===== config.mk =====
export PLATFORM = sky130hd
export DESIGN_NAME = qec_frame_sequencer
export DESIGN_NICKNAME = d
export VERILOG_FILES = /design/src/rtl/qec_frame_sequencer.sv
export SDC_FILE = /design/constraint.sdc
export NUM_CORES = 1
export LEC_CHECK = 0
export BUFFER_PORTS_ARGS = -buffer_cell sky130_fd_sc_hd__clkbuf_2
export CELL_PAD_IN_SITES_DETAIL_PLACEMENT = 0
export CELL_PAD_IN_SITES_GLOBAL_PLACEMENT = 1
export CORE_AREA = 4 4 146 120
export CTS_CLUSTER_SIZE = 25
export DETAILED_ROUTE_END_ITERATION = 8
export DIE_AREA = 0 0 150 124
export GPL_ROUTABILITY_DRIVEN = 0
export MAX_ROUTING_LAYER = met4
export PLACE_DENSITY = 0.63
export SLEW_MARGIN = 20
export SYNTH_ARGS = -nofsm -noshare
export SYNTH_HDL_FRONTEND = slang
export SYNTH_SLANG_ARGS = --single-unit

===== constraint.sdc =====
create_clock -name clk -period 9 [get_ports clk]
set_input_delay 0 -clock clk [delete_from_list [all_inputs] [get_ports clk]]
set_output_delay 0 -clock clk [all_outputs]
set_load 0.1 [all_outputs]

===== src/rtl/qec_frame_sequencer.sv =====
// Frame sequencer for the Helios decoder byte stream: START once per reset, then per frame
// HEADER + measurement payload (+ erasure payload when QEC_SEQ_ERASURE_EN is defined) and result parsing.
module qec_frame_sequencer #(
  parameter int                    DATA_WIDTH         = 8,
  parameter int                    BYTES_PER_ROUND    = 38,
  parameter int                    MEASUREMENT_ROUNDS = 19,
  parameter int                    ERASURE_BYTES      = 0,
  parameter logic [DATA_WIDTH-1:0] START_MSG          = 'hFF,
  parameter logic [DATA_WIDTH-1:0] HEADER_MSG         = 'h01,
  parameter int                    RESULT_BYTES       = 3,
  parameter int                    TIMEOUT_CYCLES     = 65535
) (
  input  logic                  clk,
  input  logic                  reset,
  input  logic [DATA_WIDTH-1:0] pl_data,
  input  logic                  pl_valid,
  output logic                  pl_ready,
  output logic [DATA_WIDTH-1:0] dec_in_data,
  output logic                  dec_in_valid,
  input  logic                  dec_in_ready,
  input  logic [DATA_WIDTH-1:0] dec_out_data,
  input  logic                  dec_out_valid,
  output logic                  dec_out_ready,
  output logic [7:0]            res_iterations,
  output logic [15:0]           res_cycles,
  output logic [15:0]           res_frame_id,
  output logic                  res_timeout,
  output logic                  res_overflow,
  output logic                  res_valid,
  input  logic                  res_ready,
  output logic                  busy
);

  localparam int MEAS_BYTES = BYTES_PER_ROUND * MEASUREMENT_ROUNDS;
  localparam int CNT_W      = $clog2(MEAS_BYTES + ERASURE_BYTES + 1);
  localparam int RX_W       = (RESULT_BYTES < 3) ? 2 : $clog2(RESULT_BYTES + 1);
`ifdef QEC_SEQ_ERASURE_EN
  localparam int ERAS_BYTES = ERASURE_BYTES;
`endif

  typedef enum logic [2:0] {
    ST_START    = 3'd0,
    ST_HEADER   = 3'd1,
    ST_MEAS     = 3'd2,
`ifdef QEC_SEQ_ERASURE_EN
    ST_ERAS     = 3'd3,
`endif
    ST_WAIT_RES = 3'd4,
    ST_COLLECT  = 3'd5,
    ST_EMIT     = 3'd6
  } state_t;

  state_t           r_state;
  state_t           w_state_next;
  logic             r_armed;
  logic [CNT_W-1:0] r_byte_cnt;
  logic [RX_W-1:0]  r_rx_cnt;
  logic [31:0]      r_tmo_cnt;
  logic [7:0]       r_res_iterations;
  logic [15:0]      r_res_cycles;
  logic [15:0]      r_frame_id;
  logic             r_res_timeout;
  logic             r_res_overflow;

  logic [CNT_W-1:0] w_byte_cnt_inc;
  logic             w_pl_xfer;
  logic             w_tmo_hit;
  logic             w_rx_done;

  assign w_byte_cnt_inc = r_byte_cnt + CNT_W'(1);
  assign w_pl_xfer      = pl_valid && dec_in_ready;
  assign w_tmo_hit      = (TIMEOUT_CYCLES != 0) && ((r_tmo_cnt + 32'd1) == 32'(TIMEOUT_CYCLES));
  assign w_rx_done      = (r_rx_cnt >= RX_W'(RESULT_BYTES));

  assign res_iterations = r_res_iterations;
  assign res_cycles     = r_res_cycles;
  assign res_frame_id   = r_frame_id;
  assign res_timeout    = r_res_timeout;
  assign res_overflow   = r_res_overflow;

  always_comb begin
    w_state_next  = r_state;
    dec_in_data   = '0;
    dec_in_valid  = 1'b0;
    pl_ready      = 1'b0;
    dec_out_ready = 1'b0;
    res_valid     = 1'b0;
    busy          = 1'b1;
    case (r_state)
      ST_START: begin
        // r_armed holds START quiet for the first cycle so nothing is offered while in reset
        busy         = 1'b0;
        dec_in_data  = START_MSG;
        dec_in_valid = r_armed;
        if (r_armed && dec_in_ready) w_state_next = ST_HEADER;
      end
      ST_HEADER: begin
        dec_in_data  = HEADER_MSG;
        dec_in_valid = 1'b1;
        if (dec_in_ready) w_state_next = ST_MEAS;
      end
      ST_MEAS: begin
        dec_in_data  = pl_data;
        dec_in_valid = pl_valid;
        pl_ready     = dec_in_ready;
        if (w_pl_xfer && (w_byte_cnt_inc == CNT_W'(MEAS_BYTES))) begin
`ifdef QEC_SEQ_ERASURE_EN
          w_state_next = (ERAS_BYTES != 0) ? ST_ERAS : ST_WAIT_RES;
`else
          w_state_next = ST_WAIT_RES;
`endif
        end
      end
`ifdef QEC_SEQ_ERASURE_EN
      ST_ERAS: begin
        dec_in_data  = pl_data;
        dec_in_valid = pl_valid;
        pl_ready     = dec_in_ready;
        if (w_pl_xfer && (w_byte_cnt_inc == CNT_W'(MEAS_BYTES + ERAS_BYTES)))
          w_state_next = ST_WAIT_RES;
      end
`endif
      ST_WAIT_RES: begin
        dec_out_ready = 1'b1;
        if (w_tmo_hit)          w_state_next = ST_EMIT;
        else if (dec_out_valid) w_state_next = ST_COLLECT;
      end
      ST_COLLECT: begin
        dec_out_ready = 1'b1;
        if (w_tmo_hit || (!dec_out_valid && w_rx_done)) w_state_next = ST_EMIT;
      end
      ST_EMIT: begin
        res_valid = 1'b1;
        if (res_ready) w_state_next = ST_HEADER;
      end
      default: w_state_next = ST_START;
    endcase
  end

  always_ff @(posedge clk or negedge reset) begin
    if (!reset) begin
      r_state          <= ST_START;
      r_armed          <= 1'b0;
      r_byte_cnt       <= '0;
      r_rx_cnt         <= '0;
      r_tmo_cnt        <= '0;
      r_res_iterations <= '0;
      r_res_cycles     <= '0;
      r_frame_id       <= '0;
      r_res_timeout    <= 1'b0;
      r_res_overflow   <= 1'b0;
    end else begin
      r_state <= w_state_next;
      r_armed <= 1'b1;
      case (r_state)
        ST_HEADER: begin
          if (dec_in_ready) begin
            r_byte_cnt <= '0;
            r_tmo_cnt  <= '0;
          end
        end
`ifdef QEC_SEQ_ERASURE_EN
        ST_MEAS, ST_ERAS: begin
`else
        ST_MEAS: begin
`endif
          if (w_pl_xfer) r_byte_cnt <= w_byte_cnt_inc;
        end
        ST_WAIT_RES, ST_COLLECT: begin
          // A timeout discards any partially received message
          if (w_tmo_hit) begin
            r_res_timeout    <= 1'b1;
            r_res_iterations <= '0;
            r_res_cycles     <= '0;
            r_res_overflow   <= 1'b0;
          end else begin
            r_tmo_cnt <= r_tmo_cnt + 32'd1;
            if (dec_out_valid) begin
              if (r_state == ST_WAIT_RES) begin
                r_res_iterations <= dec_out_data[7:0];
                r_rx_cnt         <= RX_W'(1);
              end else if (!w_rx_done) begin
                if (r_rx_cnt == RX_W'(1))      r_res_cycles[15:8] <= dec_out_data[7:0];
                else if (r_rx_cnt == RX_W'(2)) r_res_cycles[7:0]  <= dec_out_data[7:0];
                r_rx_cnt <= r_rx_cnt + RX_W'(1);
              end else begin
                r_res_overflow <= 1'b1;
              end
            end
          end
        end
        ST_EMIT: begin
          if (res_ready) begin
            r_frame_id       <= r_frame_id + 16'd1;
            r_res_timeout    <= 1'b0;
            r_res_overflow   <= 1'b0;
            r_res_iterations <= '0;
            r_res_cycles     <= '0;
            r_rx_cnt         <= '0;
            r_tmo_cnt        <= '0;
            r_byte_cnt       <= '0;
          end
        end
        default: ;
      endcase
    end
  end

endmodule


After elaboration in Yosys (flattened, before gate mapping):

Index checks and enable logic that the tools add are counted.

* $add $sub $neg: 4
* reduce and logical (&&, ||, !) cells: 21
* muxes and demuxes: 50
* $lt $le $gt $ge: 1
* equal/unequal tests: 28

Operators with widths (count)
* 32-bit two-way mux: 3
* 32-bit one-hot mux with 3 select lines: 1
* 16-bit two-way mux: 5
* 8-bit two-way mux: 7
* 32-bit by 1-bit adder with 32-bit output (second input constant): 1
* 32-bit by 16-bit == test with 1-bit output (second input constant): 1
* 16-bit one-hot mux with 2 select lines: 1
* 10-bit two-way mux: 3
* 10-bit one-hot mux with 3 select lines: 1
* 8-bit one-hot mux with 3 select lines: 1
* 3-bit two-way mux: 7
* 3-bit one-hot mux with 6 select lines: 1
* 16-bit by 1-bit adder with 16-bit output (second input constant): 1
* 8-bit one-hot mux with 2 select lines: 1
* 3-bit by 1-bit inequality test with 1-bit output (second input constant): 5
* 2-bit inequality test (second input constant): 7
* 3-bit inequality test (second input constant): 4
* 4-bit AND reduction: 3
* 6-bit AND reduction: 2
* 10-bit by 1-bit adder with 10-bit output (second input constant): 1
* 10-bit == test (second input constant): 1
* 1-bit two-way mux: 10
* 2-bit two-way mux: 5
* 5-bit AND reduction: 2
* other kinds (22): 30

* logic and storage cells: 115
* output and inout bits: 55
* input port bits: 22
* register bits after elaboration: 90

Logic depth before layout (Yosys ltp):

* depth after elaboration: 8
* gate-level depth with buffers: 13
* gate-level depth less buffers: 10

Least setup slack after synthesis:

OpenSTA, ideal clock, no wires.

* path kind: register to register
* start point: register r_tmo_cnt[1]
* end point: register r_res_cycles[10], in the netlist res_cycles[10]
* clock period less this slack: 3.123 ns
* cell stages (with the launch flop): 11
* path buffers: 1
* library setup time: 0.075 ns
* required time: 8.925 ns
* path slack: 5.877 ns
* data arrival time: 3.049 ns
* cells stage by stage: dfrtp_1 > ha_1 > and3_1 > nand4_1 > nor3_4 > or4_2 > a22o_1 > o41a_1 > or3_1 > buf_6 > o2bb2ai_2

* cells in the longest elaborated chain, start to end: 4
* elaborated cells on any way between the ends: 9
* those cells by class: add/sub (1); eq/ne (5); mux (2); reduce/logical (1)

RTL lines
* from (decl): line 58 `logic [31:0] r_tmo_cnt;`
* from (signal assigned): line 177 `r_tmo_cnt <= r_tmo_cnt + 32'd1;`
* 32-bit by 1-bit adder with 32-bit output (*): line 72 `assign w_tmo_hit = (TIMEOUT_CYCLES != 0) && ((r_tmo_cnt + 32'd1) == 32'(TIMEOUT_CYCLES));`
* 32-bit by 16-bit == test with 1-bit output (*): line 72
* 3-bit by 1-bit inequality test with 1-bit output (no source line), or another cell as far along
* 6-bit AND reduction (no source line) / 16-bit one-hot mux with 2 select lines (equally long branches)
* to (signal assigned): line 183 `if (r_rx_cnt == RX_W'(1)) r_res_cycles[15:8] <= dec_out_data[7:0];`
* to (decl): line 60 `logic [15:0] r_res_cycles;`

Mark *: on every way between the ends. The rest lies on a longest branch, timed or not.
A chain may end at the register's enable or synchronous reset.

Worst setup path after layout:

* start point: register r_tmo_cnt[0]
* end point: register r_rx_cnt[0]

* cells in the longest elaborated chain, start to end: 4

RTL lines
* 32-bit by 1-bit adder with 32-bit output: line 72
* 32-bit by 16-bit == test with 1-bit output: line 72
* 2-bit inequality test (no source line)
* 5-bit AND reduction (no source line)
* to (signal assigned): line 185 `r_rx_cnt <= r_rx_cnt + RX_W'(1);`
* to (decl): line 57 `logic [RX_W-1:0] r_rx_cnt;`

Every way passes these cells.

==> reports/metrics.yaml <==
timing:
  period_share: 0.465
  fin_tns_setup_ps: 0
  hold_viol_final: 0
  finalClockSkew_ps: 11.3
  min_period_ps: 4190
  max-slew-margin-rel: 0.286
  finalSetupViolCount: 0
  rsz0062_at_grt: "no"
  max_freq_ghz: 0.239
  fin_ws_ps: 4810
  report.final.slew_viol_count: 0
  worst_pin_slew_ps: 1070
floorplan:
  row_count: 42
  die_x_um: 150
  core_area_um2: 16200
  dieArea_um2: 18600
  fp.dieH_um: 124
  io_pins: 77
  start_util: 0.343
drt:
  finalWirelength_mm: 15.7
  drc: 0
  dr.pass1.iters: 5
  ant_nets: 0
  vias: 4957
  vias_per_cell: 5.37
  drt_iter0_markers: 440
  routedWlPerCell_um: 17.0
yosys:
  ys_seq_elements: 90
  synth_top_area_share: 0.405
  yosysUniqueCellTypes: 71
  synthArstFlopShare: 1.00
  synth_cells: 636
  synth_ff_type: "dfrtp_1"
  synth_most_common_cell: "dfrtp_1"
  synthTopCellsByArea: "dfrtp_1 41%, o21ai_0 6.6%, nand2_1 5.8%, xnor2_1 3.3%, a21oi_1 3.2%"
  syn-num-nets: 666
  synth.top_cells.by_count: "90 x dfrtp_1, 86 x nand2_1, 73 x o21ai_0, 36 x a21oi_1, 34 x nand3_1"
  seq_area_frac_synth: 0.405
  syn-cell-area_um2: 5560
  synth-edff-count: 0
  yosys_warnings: 0
  yosysTopAreaCell: "dfrtp_1"
  avgSynthCellArea_um2: 8.74
global_routing:
  grt_use_total: 0.177
  grt_pass1_wl_mm: 25.5
  grt_max_degree: 70
  grt_pass1_vias: 4806
  grt-ovfl-total: 0
  antenna_found_initial: 0
setup_path:
  crit_type: "flip-flop to flip-flop"
  cp.required_ps: 9250
  worstPathArrival_ps: 4430
  critPathMaxFanout: 19
  cp-start-kind: "flip-flop"
  end_kind: "flip-flop"
finish:
  drive_gt1_frac: 0.191
  antenna_cells: 0
  synthToLayoutAreaGrowth_pct: 15.3
  num-fill-cells: 1669
  fin_nets: 728
flow_run:
  drv_cap: 0
cts:
  numCtsBuffers: 9
  postCtsSetupBuffers: 0
  clkTransAtPathRegs_ps: 70
  ctsLongestPathBuffers: 2
  htree_levels: 3
  cts_tree: "built"
  cts_sinks: 90
  clock-root-buffer: "clkbuf_16"
  clk_latency_ps: 360
place:
  numPortBuffers: 76
  dp_slack_ps: 4610
  dp_hpwl_mm: 10.9
power_and_ir_drop:
  irDropWorstVdd_uv: 322
  power_density_nw_per_um2: 345
  leakagePower_nw: 2.79
worst_hold_path:
  hp-class: "primary input to flip-flop"
outcome:
  status: "completed"
## kinds of logic after synthesis
| family | Yosys count | synth area share |
|---|---|---|
| AO/OA/AOI/OAI | 154 | 0.174 |
| multiplexers | 5 | 0.00946 |
| other | 1 | 0.000675 |
| AND/OR/NAND/NOR | 284 | 0.284 |
| buffers and inverters | 63 | 0.0597 |
| adder cells (fa/ha/maj) | 8 | 0.0180 |
| flip-flops | 90 | 0.405 |
| XOR/XNOR | 31 | 0.0489 |
## area by class of cell
| type | count | area [um^2] | share of cell area |
|---|---|---|---|
| Clock buffer | 9 | 225 | 0.0351 |
| Clock inverter | 7 | 78.8 | 0.0123 |
| Inverter | 26 | 97.6 | 0.0152 |
| Multi-Input combinational cell | 483 | 2980 | 0.465 |
| Sequential cell | 90 | 2250 | 0.351 |
| Tap cell | 220 | 275 | 0.0429 |
| Timing Repair Buffer | 88 | 498 | 0.0777 |
## worst max-delay path: stages (launching register included)
cell,delay (ps)
dfrtp_1,520
ha_1,350
and3_1,270
nand4_1,310
nor3_4,380
o2111ai_1,210
a22oi_1,290
and4_1,900
nand2_1,280
and3_1,280
o221a_2,270
## path summary, 6_finish.rpt
path                                  start          endpoint  slack, ps  cells past startpoint
max                            r_tmo_cnt[0]       r_rx_cnt[0]       4810                     10
max in group asynchronous             reset     res_cycles[4]       7650                      3
min in group asynchronous             reset     r_tmo_cnt[29]         90                      2
min reg2reg                res_frame_id[15]  res_frame_id[15]        470                      1
min                           dec_out_valid        r_state[0]         80                      3
max reg2reg                    r_tmo_cnt[0]       r_rx_cnt[0]       4810                     10
## where the power goes
part | internal, mW | switching, mW | total [mW]
Combinational | 0.230 | 0.982 | 1.21
Clock | 0.199 | 0.193 | 0.393
Sequential | 0.493 | 0.113 | 0.606
## per-stage QoR
step                      instance area [um^2]  std cells  hold WS, ps  power (mW)   util
after floorplan                           5560        636         -296        1.61      -
after global placement                    6000        897        -66.7        1.82  0.371
after detailed placement                  6000        897        -64.3        1.83  0.371
after CTS                                 6400        923         82.7        2.23  0.396
after global routing                      6410        923          132        2.32  0.396
final                                     6410        923         80.4        2.21  0.396
## per-layer routing
| metal | GRT usage | part of all wire | wire length [um] |
|---|---|---|---|
| met2 | 0.267 | 0.45 | 7050 |
| met5 | - | 0 | 0 |
| met4 | 0.0451 | 0.010 | 161 |
| met1 | 0.248 | 0.49 | 7690 |
| met3 | 0.0316 | 0.049 | 775 |
## sequential cells by signal, summed over array words and instances, names as in the netlist
| register | flops |
|---|---|
| res_cycles | 16 |
| res_frame_id | 16 |
| r_rx_cnt | 2 |
| r_byte_cnt | 10 |
| res_iterations | 8 |
| res_timeout | 1 |
| r_state | 3 |
| r_tmo_cnt | 32 |
| res_overflow | 1 |
| r_armed | 1 |
## repair_timing
| item | 4_1_cts | 5_1_grt |
|---|---|---|
| gates resized for setup | 0 | 0 |
| hold buffers | 10 | 0 |
| hold endpoints to repair | 48 | 0 |
## cell usage in the layout (no fill, tap or decap), types with 4 or more instances in the layout
cell type / Yosys / routed
dfrtp_1: 90 / 90
nand2_1: 86 / 86
clkbuf_2: 0 / 75
o21ai_0: 73 / 73
a21oi_1: 36 / 35
nand3_1: 34 / 34
nor2_1: 26 / 26
inv_1: 26 / 26
nand4_1: 22 / 22
xnor2_1: 21 / 21
and3_1: 19 / 19
nor3_1: 17 / 17
or3_1: 16 / 16
xor2_1: 10 / 10
dlygate4sd3_1: 0 / 10
clkbuf_16: 0 / 9
o2bb2ai_2: 8 / 8
nand2b_1: 8 / 8
ha_1: 8 / 8
nor4_1: 7 / 7
o31ai_1: 7 / 7
and2_1: 5 / 5
nand3b_1: 4 / 4
and4_1: 4 / 4
or4_1: 4 / 4
inv_8: 0 / 4
Note: power is estimated with default switching activity, not from simulation.
